[src/rtl/pslip_grant_arb_pkg.sv]
// Shared definitions for the pSLIP grant arbiter: default sizes, priority and
// pointer types, FSM state encoding and a modulo-N pointer increment helper.
package pslip_pkg;

    localparam int unsigned N_DEF    = 32'd4;
    localparam int unsigned P_DEF    = 32'd16;
    localparam int unsigned PW_DEF   = $clog2(P_DEF);
    localparam int unsigned PTRW_DEF = $clog2(N_DEF);

    typedef logic [PW_DEF-1:0]   pri_t;
    typedef logic [PTRW_DEF-1:0] ptr_t;

    typedef enum logic [0:0] {
        IDLE  = 1'b0,
        GRANT = 1'b1
    } state_t;

    // Increment an index and wrap it at n, so (n-1)+1 gives 0 for any n.
    function automatic int unsigned wrap_inc(input int unsigned v, input int unsigned n);
        if (v + 32'd1 >= n) begin
            return 32'd0;
        end else begin
            return v + 32'd1;
        end
    endfunction

endpackage

[src/rtl/pslip_grant_arb_if.sv]
// Request/grant bundle between the per-input request vectors, the accept
// stage and the grant arbiter. The arbiter uses the slave modport.
interface pslip_grant_arb_if #(
    parameter int unsigned N = 32'd4,
    parameter int unsigned P = 32'd16
);
    import pslip_pkg::*;

    localparam int unsigned PW   = $clog2(P);
    localparam int unsigned PTRW = $clog2(N);

    logic [PW-1:0]   req_pri [0:N-1];
    logic            accept;
    logic [N-1:0]    grant;
    logic            grant_valid;
    logic [PW-1:0]   grant_pri;
    logic [PTRW-1:0] rr_ptr;

    modport master (
        output req_pri, accept,
        input  grant, grant_valid, grant_pri, rr_ptr
    );

    modport slave (
        input  req_pri, accept,
        output grant, grant_valid, grant_pri, rr_ptr
    );

endinterface

[src/rtl/pslip_grant_arb_rr_max_sel.sv]
// Combinational selector: finds the highest request priority and the first
// requester holding it, scanning upward from the round-robin pointer.
module pslip_rr_max_sel
    import pslip_pkg::*;
#(
    parameter int unsigned N    = 32'd4,
    parameter int unsigned PW   = 32'd4,
    parameter int unsigned PTRW = 32'd2
) (
    input  logic [PW-1:0]   req_pri_i [0:N-1],
    input  logic [PTRW-1:0] rr_ptr_i,
    output logic [PW-1:0]   max_o,
    output logic [PTRW-1:0] winner_o,
    output logic            any_req_o
);

    logic [PW-1:0] max_v;
    logic          found_v;
    int            idx_v;

    // Unsigned maximum, then a rotated first-match scan starting at the pointer.
    always_comb begin
        max_v    = '0;
        found_v  = 1'b0;
        idx_v    = 0;
        winner_o = '0;
        for (int i = 0; i < int'(N); i++) begin
            if (req_pri_i[i] > max_v) begin
                max_v = req_pri_i[i];
            end else begin
                max_v = max_v;
            end
        end
        for (int k = 0; k < int'(N); k++) begin
            idx_v = int'(rr_ptr_i) + k;
            if (idx_v >= int'(N)) begin
                idx_v = idx_v - int'(N);
            end else begin
                idx_v = idx_v;
            end
            if (!found_v && (req_pri_i[idx_v] == max_v)) begin
                winner_o = PTRW'(idx_v);
                found_v  = 1'b1;
            end else begin
                found_v  = found_v;
            end
        end
        max_o     = max_v;
        any_req_o = (max_v != '0);
    end

endmodule

[src/rtl/pslip_grant_arb.sv]
// Grant-side arbiter for one pSLIP output port: registered one-hot grant held
// until accepted or withdrawn; round-robin pointer advances only on accept.
// Optional feature macro PSLIP_GRANT_TIMEOUT_EN bounds an un-accepted grant
// to TIMEOUT cycles and then advances the pointer past the stalled requester.
module pslip_grant_arb
    import pslip_pkg::*;
#(
    parameter int unsigned N       = N_DEF,
    parameter int unsigned P       = P_DEF,
    parameter int unsigned TIMEOUT = 32'd8
) (
    input  logic clk,
    input  logic rst_n,
    pslip_grant_arb_if.slave bus
);

    localparam int unsigned PW   = $clog2(P);
    localparam int unsigned PTRW = $clog2(N);

    if (N < 32'd2) begin : g_chk_n
        $error("pslip_grant_arb: N must be at least 2");
    end
    if (TIMEOUT < 32'd1) begin : g_chk_timeout
        $error("pslip_grant_arb: TIMEOUT must be at least 1");
    end

    state_t          state_q, state_d;
    logic [N-1:0]    grant_q, grant_d;
    logic            valid_q, valid_d;
    logic [PW-1:0]   pri_q, pri_d;
    logic [PTRW-1:0] win_q, win_d;
    logic [PTRW-1:0] ptr_q, ptr_d;

    logic [PW-1:0]   sel_max_s;
    logic [PTRW-1:0] sel_win_s;
    logic            sel_any_s;
    logic [PTRW-1:0] ptr_inc_s;

`ifdef PSLIP_GRANT_TIMEOUT_EN
    localparam int unsigned TMO_W = $clog2(TIMEOUT + 32'd1);
    logic [TMO_W-1:0] cnt_q, cnt_d;
`endif

    pslip_rr_max_sel #(
        .N    (N),
        .PW   (PW),
        .PTRW (PTRW)
    ) u_sel (
        .req_pri_i (bus.req_pri),
        .rr_ptr_i  (ptr_q),
        .max_o     (sel_max_s),
        .winner_o  (sel_win_s),
        .any_req_o (sel_any_s)
    );

    assign ptr_inc_s = PTRW'(wrap_inc(32'(win_q), N));

    // Next-state and next-output logic for the IDLE/GRANT FSM.
    always_comb begin
        state_d = state_q;
        grant_d = grant_q;
        valid_d = valid_q;
        pri_d   = pri_q;
        win_d   = win_q;
        ptr_d   = ptr_q;
`ifdef PSLIP_GRANT_TIMEOUT_EN
        cnt_d   = cnt_q;
`endif
        case (state_q)
            IDLE: begin
                if (sel_any_s) begin
                    state_d = GRANT;
                    grant_d = {{(N-1){1'b0}}, 1'b1} << sel_win_s;
                    valid_d = 1'b1;
                    pri_d   = sel_max_s;
                    win_d   = sel_win_s;
`ifdef PSLIP_GRANT_TIMEOUT_EN
                    cnt_d   = '0;
`endif
                end else begin
                    grant_d = '0;
                    valid_d = 1'b0;
                    pri_d   = '0;
                end
            end
            GRANT: begin
                if (bus.accept) begin
                    state_d = IDLE;
                    grant_d = '0;
                    valid_d = 1'b0;
                    pri_d   = '0;
                    ptr_d   = ptr_inc_s;
                end else if (bus.req_pri[win_q] == '0) begin
                    state_d = IDLE;
                    grant_d = '0;
                    valid_d = 1'b0;
                    pri_d   = '0;
                end
`ifdef PSLIP_GRANT_TIMEOUT_EN
                else if (cnt_q == TMO_W'(TIMEOUT - 32'd1)) begin
                    state_d = IDLE;
                    grant_d = '0;
                    valid_d = 1'b0;
                    pri_d   = '0;
                    ptr_d   = ptr_inc_s;
                end
`endif
                else begin
                    state_d = GRANT;
`ifdef PSLIP_GRANT_TIMEOUT_EN
                    cnt_d   = cnt_q + TMO_W'(1);
`endif
                end
            end
            default: begin
                state_d = IDLE;
                grant_d = '0;
                valid_d = 1'b0;
                pri_d   = '0;
            end
        endcase
    end

    // State, grant outputs and pointer registers with asynchronous reset.
    always_ff @(posedge clk or negedge rst_n) begin
        if (!rst_n) begin
            state_q <= IDLE;
            grant_q <= '0;
            valid_q <= 1'b0;
            pri_q   <= '0;
            win_q   <= '0;
            ptr_q   <= '0;
`ifdef PSLIP_GRANT_TIMEOUT_EN
            cnt_q   <= '0;
`endif
        end else begin
            state_q <= state_d;
            grant_q <= grant_d;
            valid_q <= valid_d;
            pri_q   <= pri_d;
            win_q   <= win_d;
            ptr_q   <= ptr_d;
`ifdef PSLIP_GRANT_TIMEOUT_EN
            cnt_q   <= cnt_d;
`endif
        end
    end

    assign bus.grant       = grant_q;
    assign bus.grant_valid = valid_q;
    assign bus.grant_pri   = pri_q;
    assign bus.rr_ptr      = ptr_q;

endmodule

[src/flat_wrapper.sv]
// flat-port wrapper written by rule: the top's interface ports become plain ports
module pslip_grant_arb_flat import pslip_pkg::*;
#(
    parameter int unsigned N       = N_DEF,
    parameter int unsigned P       = P_DEF,
    parameter int unsigned TIMEOUT = 32'd8
)
  (clk, rst_n, bus_req_pri, bus_accept, bus_grant, bus_grant_valid, bus_grant_pri, bus_rr_ptr);
  pslip_grant_arb_if #(.N(N), .P(P)) bus_i ();
  input  logic clk;
  input  logic rst_n;
  input wire logic [$bits(bus_i.req_pri)-1:0] bus_req_pri;
  input wire logic [$bits(bus_i.accept)-1:0] bus_accept;
  output wire logic [$bits(bus_i.grant)-1:0] bus_grant;
  output wire logic [$bits(bus_i.grant_valid)-1:0] bus_grant_valid;
  output wire logic [$bits(bus_i.grant_pri)-1:0] bus_grant_pri;
  output wire logic [$bits(bus_i.rr_ptr)-1:0] bus_rr_ptr;
  assign bus_i.req_pri = {>>{bus_req_pri}};
  assign bus_i.accept = bus_accept;
  assign bus_grant = bus_i.grant;
  assign bus_grant_valid = bus_i.grant_valid;
  assign bus_grant_pri = bus_i.grant_pri;
  assign bus_rr_ptr = bus_i.rr_ptr;
  pslip_grant_arb #(.N(N), .P(P), .TIMEOUT(TIMEOUT)) u_core (.clk(clk), .rst_n(rst_n), .bus(bus_i));
endmodule
[config.mk]
export PLATFORM = sky130hd
export DESIGN_NAME = pslip_grant_arb_flat
export DESIGN_NICKNAME = d
export VERILOG_FILES = /design/src/rtl/pslip_grant_arb_pkg.sv /design/src/rtl/pslip_grant_arb_if.sv /design/src/rtl/pslip_grant_arb_rr_max_sel.sv /design/src/rtl/pslip_grant_arb.sv /design/src/flat_wrapper.sv
export SDC_FILE = /design/constraint.sdc
export NUM_CORES = 1
export LEC_CHECK = 0
export CAP_MARGIN = 20
export CELL_PAD_IN_SITES_DETAIL_PLACEMENT = 1
export CELL_PAD_IN_SITES_GLOBAL_PLACEMENT = 1
export CORE_ASPECT_RATIO = 1.5
export CORE_MARGIN = 8
export CORE_UTILIZATION = 44
export DETAILED_ROUTE_END_ITERATION = 10
export PLACE_DENSITY = 0.92
export SLEW_MARGIN = 20
export SYNTH_ARGS = -nofsm -noshare
export SYNTH_HDL_FRONTEND = slang
export SYNTH_HIERARCHICAL = 1
export SYNTH_SLANG_ARGS = --single-unit
[constraint.sdc]
create_clock -name clk -period 5.1 [get_ports clk]
set_input_delay 1.02 -clock clk [delete_from_list [all_inputs] [get_ports clk]]
set_output_delay 1.02 -clock clk [all_outputs]
set_load 0.02 [all_outputs]
==> impl_metrics.csv <==
group,metric,value,unit
timing,fin_skew,0.00611,ns
critical_path,rr_startpoint,"u_core/bus.rr_ptr[1]$_DFFE_PN0P_",
critical_path,cp_top_family,"compound AO/OA/AOI/OAI gates",
placed_design,gp_congestion,0.916,
cts,h-tree-depth,1,
cts,clk-insertion-delay-late,0.25,ns
pwr,ir_worst_vdd,0.529,mV
grt,met1_usage,28.1,%
pwr,p_sw,888,uW
pwr,pwr-share-comb,81.3,%
final_layout,fin_area,3060,um2
floorplanning,dieArea,6560,um2
critical_path,critPathKind,"in2reg",
critical_path,cp.required,5.23,ns
grt,met2_usage,56.7,%
logic_synthesis,synthTopCellsByArea,"dfrtp_1 (19%), ha_1 (7.5%), mux2i_1 (7.1%)",
logic_synthesis,yosysSeqAreaShare,19.0,%
logic_synthesis,ys_types,59,
min_path,hold_path.class,"reg2reg",
logic_synthesis,synthXorXnorAreaFrac,6.65,%
floorplanning,fp.coreArea,4140,um2
timing,tightestPinTransition,0.625,ns
logic_synthesis,ys_ff_latch,14,
critical_path,reg2reg_to,"u_core/bus.grant[3]$_DFFE_PN0P_",
placed_design,port_buffers,29,
logic_synthesis,synth_top_area_share,19.0,%
logic_synthesis,synth_fa_ha_area_share,7.47,%
logic_synthesis,netlist_instances,207,
detailed_routing,firstDrtPassIters,5,
logic_synthesis,syn_nets,237,
floorplanning,rows,29,
cts,cts_tree,"yes",
critical_path,cp.arrival,7.15,ns
timing,max_freq,142,MHz
pwr,swShare,50.8,%
detailed_routing,vias,2433,
critical_path,cp_num_buf_inv,3,
logic_synthesis,synth_compound_area_share,24.8,%
pwr,p_total,1750,uW
final_layout,seq_area,352,um2
pwr,p_leak,0.00135,uW
logic_synthesis,synth_top_family_by_area,"compound AO/OA/AOI/OAI gates",
timing,fin_crit,7.02,ns
detailed_routing,drt_iter0_drc,207,
grt,grt_pass1_vias,2538,
min_path,min_to,"u_core/bus.grant_pri[3]$_DFFE_PN0P_",
timing,fin_ws,-1.92,ns
detailed_routing,routed_wl,11.5,mm
logic_synthesis,syn_area,1840,um2
logic_synthesis,synth-edff-count,0,
final_layout,multiInputGateArea,1720,um2
final_layout,fillers,417,
pwr,p_int,859,uW
detailed_routing,viasPerCell,7.03,
grt,grt_pass1_wl,14.4,mm
critical_path,cp-start-kind,"input port",
cts,cts_root_buf,"clkbuf_8",
final_layout,layout.nets,332,
pwr,pwr-share-clk,5.1,%
final_layout,drive_gt1_share,52.3,%
logic_synthesis,synth_top_area_cell,"dfrtp_1",
timing,setup_viol,12,
logic_synthesis,yosys.area_share.simple,19.9,%
grt,antenna_found_initial,0,
timing,hold_ws,0.516,ns
floorplanning,die_w,68.8,um
floorplanning,dieHeight,95.3,um
critical_path,cp_common_cell,"ha_4",
floorplanning,start_util,44.6,%
outcome,outcome,"finished with violations",
final_layout,syn2layout_area_growth,66.0,%
grt,use_met3,4.12,%
min_path,hold_path.startpoint,"u_core/bus.grant_pri[3]$_DFFE_PN0P_",
final_layout,final_common_cell,"buf_4",
min_path,worstHoldPathCells,1,
timing,maxSlewHeadroom,57.1,%
grt,overflow,0,
critical_path,critPathSlowestCell,"xor2_1",
run,drv_cap,0,
timing,rsz0062_at_grt,"yes",
pwr,pwr-share-seq,13.6,%
pwr,power_density,571,nW/um2
grt,busiest_layer,"met2",
critical_path,max_stage_delay,0.42,ns
outcome,failed_checks,"negative setup slack",
logic_synthesis,ys_async_sr_fraction,100,%
final_layout,n_antenna_cell,0,
placed_design,hpwlAfterDp,6.22,mm
cts,cts.path.max_buffers,2,
final_layout,most-common-layout-cells,"buf_4 (61), clkdlybuf4s50_1 (21), nand2_1 (14)",
detailed_routing,drt-wirelength-per-cell,33.4,um
critical_path,r2r_slack,1.71,ns
cts,clkTransAtPathRegs,0.06,ns
critical_path,worstPathMaxFanout,5,
logic_synthesis,syn_area_per_cell,8.90,um2
detailed_routing,drc,0,
floorplanning,pin_count,30,
logic_synthesis,muxShareOfSynthArea,18.1,%
cts,cts_buffers,3,
critical_path,reg2reg_depth,11,
timing,period_share,138,%
cts,clock_sinks,14,
logic_synthesis,synthFlopType,"dfrtp_1",
grt,grtUsageTotal,29.7,%
timing,drv_slew,0,
logic_synthesis,yosysWarnings,6,
grt,grt_max_degree,30,
detailed_routing,drtAntennaViolNets,0,
timing,hold_viol_final,0,
critical_path,endpoint_kind,"register",
placed_design,dpl_cell_area,2630,um2
[final cells by class]
cell class	count	share of cell area [%]
multi-input cells	173	56.1
repair buffers	97	26.9
flip-flops and latches	14	11.5
inverters	13	2.33
well taps	46	1.88
clock buffers	3	1.35
[sequential cells by signal, indices dropped and copies added (netlist names)]
register,flops
u_core/win_q,2
u_core/bus.rr_ptr,2
u_core/state_q,1
u_core/bus.grant_pri,4
u_core/bus.grant,4
u_core/bus.grant_valid,1
[layer usage]
metal,up-vias,share of wire [%]
met5,-,0
met2,193,52
met3,69,6.6
li1,973,-
met1,1198,34
met4,0,7.3
[cell families after synthesis]
group / count (synthesis)
AO/OA/AOI/OAI: 55
XOR/XNOR: 14
adder cells (fa/ha/maj): 11
buffers and inverters: 20
flip-flops: 14
multiplexers: 27
AND/OR/NAND/NOR: 66
[what timing repair did]
action	4_1_cts	5_1_grt
gates cloned	0	0
buffers inserted	11	11
pin swaps	38	9
setup endpoints to repair	12	12
hold buffers	0	0
gates resized for setup	82	12
[power by group through the flow]
stage / clock network [uW] / logic (uW) / registers [uW]
2_1_floorplan: 0 / 638 / 232
3_3_place_gp: 0 / 974 / 220
3_5_place_dp: 0 / 1040 / 226
4_1_cts: 90.1 / 1180 / 229
5_1_grt: 95.5 / 1450 / 243
6_report: 89.8 / 1420 / 238
[synth_stat cells, drive strengths merged (2+ instances only)]
library cell,number
nand4,3
nor2b,4
nand2,21
xnor2,12
ha,11
o221ai,3
or4b,3
mux4,4
o21ai,12
clkbuf,6
xor2,2
o21a,5
o31ai,3
a21oi,6
nand3,4
o211ai,2
a22o,5
or4,2
nand3b,2
nor4,2
mux2i,13
a21o,2
inv,13
nor3b,2
a211oi,4
dfrtp,14
nand2b,3
and3,2
mux2,10
nor2,11
[stage by stage]
stage	utilization (%)	std cells	TNS, ns	setup slack, ns
floorplan	-	207	-10.16	-1.12
global placement	63.6	322	-18.61	-1.70
detailed placement	63.6	322	-22.06	-2.04
CTS	70.8	335	-8.18	-0.954
global route	74.0	346	-20.68	-2.06
finish	74.0	346	-19.07	-1.92
[worst max path at each step]
| stage | from | to | slack (ns) | depth (start not counted) |
|---|---|---|---|---|
| detailed placement | bus_req_pri[15] | u_core/bus.grant[3]$_DFFE_PN0P_ | -2.04 | 23 |
| global route | bus_req_pri[13] | u_core/bus.grant[3]$_DFFE_PN0P_ | -2.06 | 27 |
| global placement | bus_req_pri[15] | u_core/bus.grant[3]$_DFFE_PN0P_ | -1.70 | 26 |
| floorplan | bus_req_pri[15] | u_core/bus.grant[3]$_DFFE_PN0P_ | -1.12 | 25 |
| finish | bus_req_pri[13] | u_core/bus.grant[3]$_DFFE_PN0P_ | -1.92 | 27 |
| CTS | bus_req_pri[13] | u_core/bus.grant[3]$_DFFE_PN0P_ | -0.95 | 26 |
Power figures use the tool's default switching activity.
